[src/rtl/alu_pkg.sv]
// rtl/alu_pkg.sv - shared ALU command encodings, occupancy states and result entry record
package alu_pkg;

  localparam int ALU_MAX_SIZE = 32;

  localparam logic [2:0] ALU_ADD  = 3'b000;
  localparam logic [2:0] ALU_SUB  = 3'b001;
  localparam logic [2:0] ALU_XOR  = 3'b010;
  localparam logic [2:0] ALU_SLT  = 3'b011;
  localparam logic [2:0] ALU_AND  = 3'b100;
  localparam logic [2:0] ALU_NAND = 3'b101;
  localparam logic [2:0] ALU_NOR  = 3'b110;
  localparam logic [2:0] ALU_OR   = 3'b111;

  typedef enum logic [1:0] {
    EMPTY = 2'd0,
    ONE   = 2'd1,
    TWO   = 2'd2
  } alu_occ_e;

  // Result is held at the maximum width, zero-extended above the configured size.
  typedef struct packed {
    logic [ALU_MAX_SIZE-1:0] result;
    logic [2:0]              command;
    logic                    carry;
    logic                    overflow;
  } alu_entry_t;

  function automatic logic alu_is_arith(input logic [2:0] cmd);
    return (cmd == ALU_ADD) || (cmd == ALU_SUB) || (cmd == ALU_SLT);
  endfunction

endpackage

[src/rtl/alu_result_entry.sv]
// rtl/alu_result_entry.sv - one enable-loaded result entry with carry/overflow qualification
module alu_result_entry
  import alu_pkg::*;
(
  input  logic       clk,
  input  logic       reset_n,
  input  logic       load,
  input  alu_entry_t d,
  output alu_entry_t q
);

  // Qualification is idempotent, so entries moved from tail to head pass through unchanged.
  always_ff @(posedge clk or negedge reset_n) begin
    if (!reset_n) begin
      q <= '0;
    end else if (load) begin
      q.result   <= d.result;
      q.command  <= d.command;
      q.carry    <= d.carry & alu_is_arith(d.command);
      q.overflow <= d.overflow & alu_is_arith(d.command);
    end
  end

endmodule

[src/rtl/alu_result_stage.sv]
// rtl/alu_result_stage.sv - two-entry skid buffer for ALU results; sticky flags with ALU_RESULT_STICKY_EN
module alu_result_stage
  import alu_pkg::*;
#(
  parameter int size = 4
) (
  input  logic            clk,
  input  logic            reset_n,
  input  logic            in_valid,
  output logic            in_ready,
  input  logic [2:0]      in_command,
  input  logic [size-1:0] in_result,
  input  logic            in_carryout,
  input  logic            in_overflow,
  output logic            out_valid,
  input  logic            out_ready,
  output logic [size-1:0] out_result,
  output logic [2:0]      out_command,
  output logic            out_carry,
  output logic            out_overflow,
  output logic            out_zero,
  output logic            out_negative,
  input  logic            clear_sticky,
  output logic            sticky_overflow,
  output logic            sticky_carry
);

  alu_occ_e   state, state_next;
  alu_entry_t in_entry, head_d, head_q, tail_q;
  logic       in_ready_q, out_valid_q;
  logic       push, pop;
  logic       head_load, tail_load, head_from_tail;

  assign push = in_valid & in_ready_q;
  assign pop  = out_valid_q & out_ready;

  always_comb begin
    in_entry                  = '0;
    in_entry.result[size-1:0] = in_result;
    in_entry.command          = in_command;
    in_entry.carry            = in_carryout;
    in_entry.overflow         = in_overflow;
  end

  always_comb begin
    state_next     = state;
    head_load      = 1'b0;
    tail_load      = 1'b0;
    head_from_tail = 1'b0;
    case (state)
      EMPTY: begin
        if (push) begin
          state_next = ONE;
          head_load  = 1'b1;
        end
      end
      ONE: begin
        if (push && pop) begin
          head_load = 1'b1;
        end else if (push) begin
          state_next = TWO;
          tail_load  = 1'b1;
        end else if (pop) begin
          state_next = EMPTY;
        end
      end
      TWO: begin
        if (pop) begin
          state_next     = ONE;
          head_load      = 1'b1;
          head_from_tail = 1'b1;
        end
      end
      default: state_next = EMPTY;
    endcase
  end

  // Handshake outputs are registered copies of the next-state decode.
  always_ff @(posedge clk or negedge reset_n) begin
    if (!reset_n) begin
      state       <= EMPTY;
      in_ready_q  <= 1'b1;
      out_valid_q <= 1'b0;
    end else begin
      state       <= state_next;
      in_ready_q  <= (state_next != TWO);
      out_valid_q <= (state_next != EMPTY);
    end
  end

  assign head_d = head_from_tail ? tail_q : in_entry;

  alu_result_entry u_head (
    .clk     (clk),
    .reset_n (reset_n),
    .load    (head_load),
    .d       (head_d),
    .q       (head_q)
  );

  alu_result_entry u_tail (
    .clk     (clk),
    .reset_n (reset_n),
    .load    (tail_load),
    .d       (in_entry),
    .q       (tail_q)
  );

  assign in_ready     = in_ready_q;
  assign out_valid    = out_valid_q;
  assign out_result   = head_q.result[size-1:0];
  assign out_command  = head_q.command;
  assign out_carry    = head_q.carry;
  assign out_overflow = head_q.overflow;
  assign out_zero     = ~|head_q.result;
  assign out_negative = head_q.result[size-1];

`ifdef ALU_RESULT_STICKY_EN
  logic sticky_ov_q, sticky_cy_q;

  // A set in the same cycle as a clear wins so no event is lost.
  always_ff @(posedge clk or negedge reset_n) begin
    if (!reset_n) begin
      sticky_ov_q <= 1'b0;
      sticky_cy_q <= 1'b0;
    end else begin
      sticky_ov_q <= (sticky_ov_q & ~clear_sticky) | (pop & head_q.overflow);
      sticky_cy_q <= (sticky_cy_q & ~clear_sticky) | (pop & head_q.carry);
    end
  end

  assign sticky_overflow = sticky_ov_q;
  assign sticky_carry    = sticky_cy_q;
`else
  logic unused_clear_sticky;
  assign unused_clear_sticky = clear_sticky;
  assign sticky_overflow     = 1'b0;
  assign sticky_carry        = 1'b0;
`endif

endmodule
[config.mk]
export PLATFORM = sky130hd
export DESIGN_NAME = alu_result_stage
export DESIGN_NICKNAME = d
export VERILOG_FILES = /design/src/rtl/alu_pkg.sv /design/src/rtl/alu_result_entry.sv /design/src/rtl/alu_result_stage.sv
export SDC_FILE = /design/constraint.sdc
export NUM_CORES = 1
export LEC_CHECK = 0
export ABC_AREA = 1
export CORE_UTILIZATION = 30
export CTS_BUF_LIST = sky130_fd_sc_hd__clkbuf_16
export DETAILED_ROUTE_END_ITERATION = 8
export PLACE_DENSITY_LB_ADDON = 0.12
export SLEW_MARGIN = 25
export SYNTH_ARGS = -nofsm -noshare
export SYNTH_HDL_FRONTEND = slang
export SYNTH_SLANG_ARGS = --single-unit
export TNS_END_PERCENT = 20
[constraint.sdc]
create_clock -name clk -period 2 [get_ports clk]
set_input_delay 0.4 -clock clk [delete_from_list [all_inputs] [get_ports clk]]
set_output_delay 0.4 -clock clk [all_outputs]
set_load 0.01 [all_outputs]
==> impl_metrics.toml <==
[drt]
wl_met1_mm = 1.07
ant_nets = 0
initialDrtViolationCount = 30
wl_met2_um = 977
top_layer = "met4"
dr.pass1.iters = 4
route.met3.wl_um = 82
vias_per_cell = 4.33
routed-via-count = 866
drc = 0
wl_mm = 2.16
wl_per_cell_um = 10.8

[outcome]
status = "finished, final reports clean"

[yosys]
synth_edf_count = 0
synth_compound_gate_area_share_pct = 6.85
netlist_area_mm2 = 0.00104
synth-simple-area-share_pct = 31.1
synth_fa_ha_area_share_pct = 0
synth.area.top_cells = "dfrtp_1 (50%), nand2_1 (17%), buf_4 (3.6%), nand2_2 (3.6%), nand3_1 (3.4%)"
yosys-top-cells-count = "nand2_1 (48), dfrtp_1 (21), inv_1 (9)"
syn-instance-count = 127
synth_top_flop_cell = "dfrtp_1"
yosysWarnings = 0
synth_cell_type_count = 18
ys_ff_latch = 22
syn_area_per_cell_um2 = 8.20
synth_xor_area_share_pct = 0
yosysSeqAreaShare_pct = 53.0
synth_most_common_cell = "nand2_1"
async_flop_share_pct = 100
synth_top_family_by_area = "simple AND/OR/NAND/NOR gates"
synth_top_area_cell = "dfrtp_1"
synthMuxAreaShare_pct = 0
synth_top_area_share_pct = 50.5

[clocking]
cts_sinks = 22
ctsResizeCount = 0
cts_hold_buf = 0
htree_levels = 1
tritoncts.num_buffers = 3
post_cts_buffers = 0
cts_buffer_depth = 2
insertion_delay_ps = 250
clkTransAtPathRegs_ps = 60
cts_tree = "done"
root_buffer = "clkbuf_16"

[floorplanning]
die_h_um = 60.9
core_area_mm2 = 0.00334
dieArea_mm2 = 0.00371
io-pin-count = 29
start_util_pct = 31.2
die-width_um = 60.9
row_count = 21

[finish]
nets = 169
seqCellArea_um2 = 552
fin_util_pct = 42.1
multi_input_area_um2 = 403
fillers = 359
fin_cells = 200
diodes = 0
drive_above_1_share_pct = 12.3
area_delta_synth_final_pct = 35.0

[timing]
fmax_mhz = 529
finalCritPeriodShare_pct = 94.6
setup_tns_ps = 0
hold_violations = 0
finalSetupViolations = 0
grt_setup_unrepaired = "no"
finalClockSkew_ps = 2.48
fin_crit_ps = 1890
finalMaxSlewViolations = 0

[worst_setup_path]
criticalPathCategory = "reg -> out"
cp_max_fo = 3
worstSetupStartpointType = "flip-flop"
worst_setup_path_end_kind = "output port"
crit_chain = "nor4_1 > clkdlybuf4s50_1"
ff2ff_path_depth = 7
worstReg2RegStart = "in_ready$_DFF_PN1_"
cp.required_ps = 1600
crit_arrival_ps = 1490
rrSetupSlack_ps = 540
critPathMaxStageDelay_ps = 580
slowest_stage = "clkdlybuf4s50_1"
r2r-end = "u_tail.q[8]$_DFFE_PN0P_"

[placed_design]
gp_congestion = 0.682
hpwl_mm = 1.62
io_buffers = 25
dp_cells = 196

[run]
drv_cap = 0

[power_and_ir_drop]
p_per_area_mw_per_mm2 = 1390
leakagePower_nw = 0.675
peakVddDrop_mv = 0.386

[worst_hold_path]
whs_endpoint = "u_tail.q[3]$_DFFE_PN0P_"
worstHoldPathType = "reg -> reg"
hold_start = "u_tail.q[3]$_DFFE_PN0P_"
min_path_cells = 2

[grt]
grt_max_degree = 23
overflow = 0
grt_pass1_wl_mm = 3.57
grtUsageTotal_pct = 13.4
grt_pass1_vias = 804
antenna_found_initial = 0
[critical path: cells and delay by family (launching register included)]
family | cells | cell delay (ps)
buffers and inverters | 1 | 580
AND/OR/NAND/NOR | 1 | 270
flip-flops | 1 | 390
[cell families after synthesis]
group	count (synthesis)
buf+inv	17
other cells	1
compound gates	13
flops	22
simple gates	74
[worst max path at each step]
stage	from	to	slack [ps]	cells past startpoint
2_1_floorplan	u_head.q[6]$_DFFE_PN0P_	out_zero	730	1
3_3_place_gp	out_ready	u_tail.q[6]$_DFFE_PN0P_	170	7
3_5_place_dp	out_ready	u_tail.q[6]$_DFFE_PN0P_	160	7
4_1_cts	u_head.q[6]$_DFFE_PN0P_	out_zero	110	2
5_1_grt	u_head.q[6]$_DFFE_PN0P_	out_zero	20	2
6_report	u_head.q[6]$_DFFE_PN0P_	out_zero	110	2
[per-layer routing]
| metal | track usage (%) | vias to the layer above |
|---|---|---|
| met3 | 3.84 | 4 |
| met5 | 0 | - |
| li1 | - | 447 |
| met2 | 21.4 | 16 |
| met1 | 17.5 | 399 |
| met4 | 4.87 | 0 |
[cell usage in the layout (no fill, tap or decap)]
cell / n
nand3_1: 7
nor2_1: 8
nor4_1: 1
clkbuf_16: 3
a31oi_1: 5
nor2_4: 2
dfrtp_1: 21
buf_4: 3
a21oi_1: 2
nand2_1: 48
o21ai_0: 3
inv_1: 9
nand2_2: 6
conb_1: 2
dfstp_2: 1
o21ai_1: 3
inv_2: 2
nor2_2: 2
clkdlybuf4s50_1: 25
clkinv_1: 1
[sequential cells by signal, summed over array words and instances, names as in the netlist]
name and cells:
out_valid 1, state 2, u_tail.q 9, in_ready 1, u_head.q 9
[per-stage QoR]
step	hold WS (ps)	area, µm²	worst slack, ps	power, W
2_1_floorplan	104	1040	729	0.00121
3_3_place_gp	459	1330	174	0.00153
3_5_place_dp	459	1330	164	0.00154
4_1_cts	474	1410	106	0.00197
5_1_grt	499	1410	15.7	0.00210
6_report	468	1410	108	0.00195
[power by group]
part           switching, W  internal (W)
Sequential         0.000124      0.000651
Clock              0.000152      0.000267
Combinational      0.000389      0.000364
[cell type report]
| class | instances | share of cell area [%] |
|---|---|---|
| clock buffer | 3 | 5.34 |
| clock inverter | 1 | 0.267 |
| inverter | 11 | 2.94 |
| multi-input combinational | 89 | 28.7 |
| sequential | 22 | 39.3 |
| tap | 46 | 4.10 |
| timing repair buffer | 28 | 19.4 |
No activity file was read; power rests on OpenSTA's default activity.
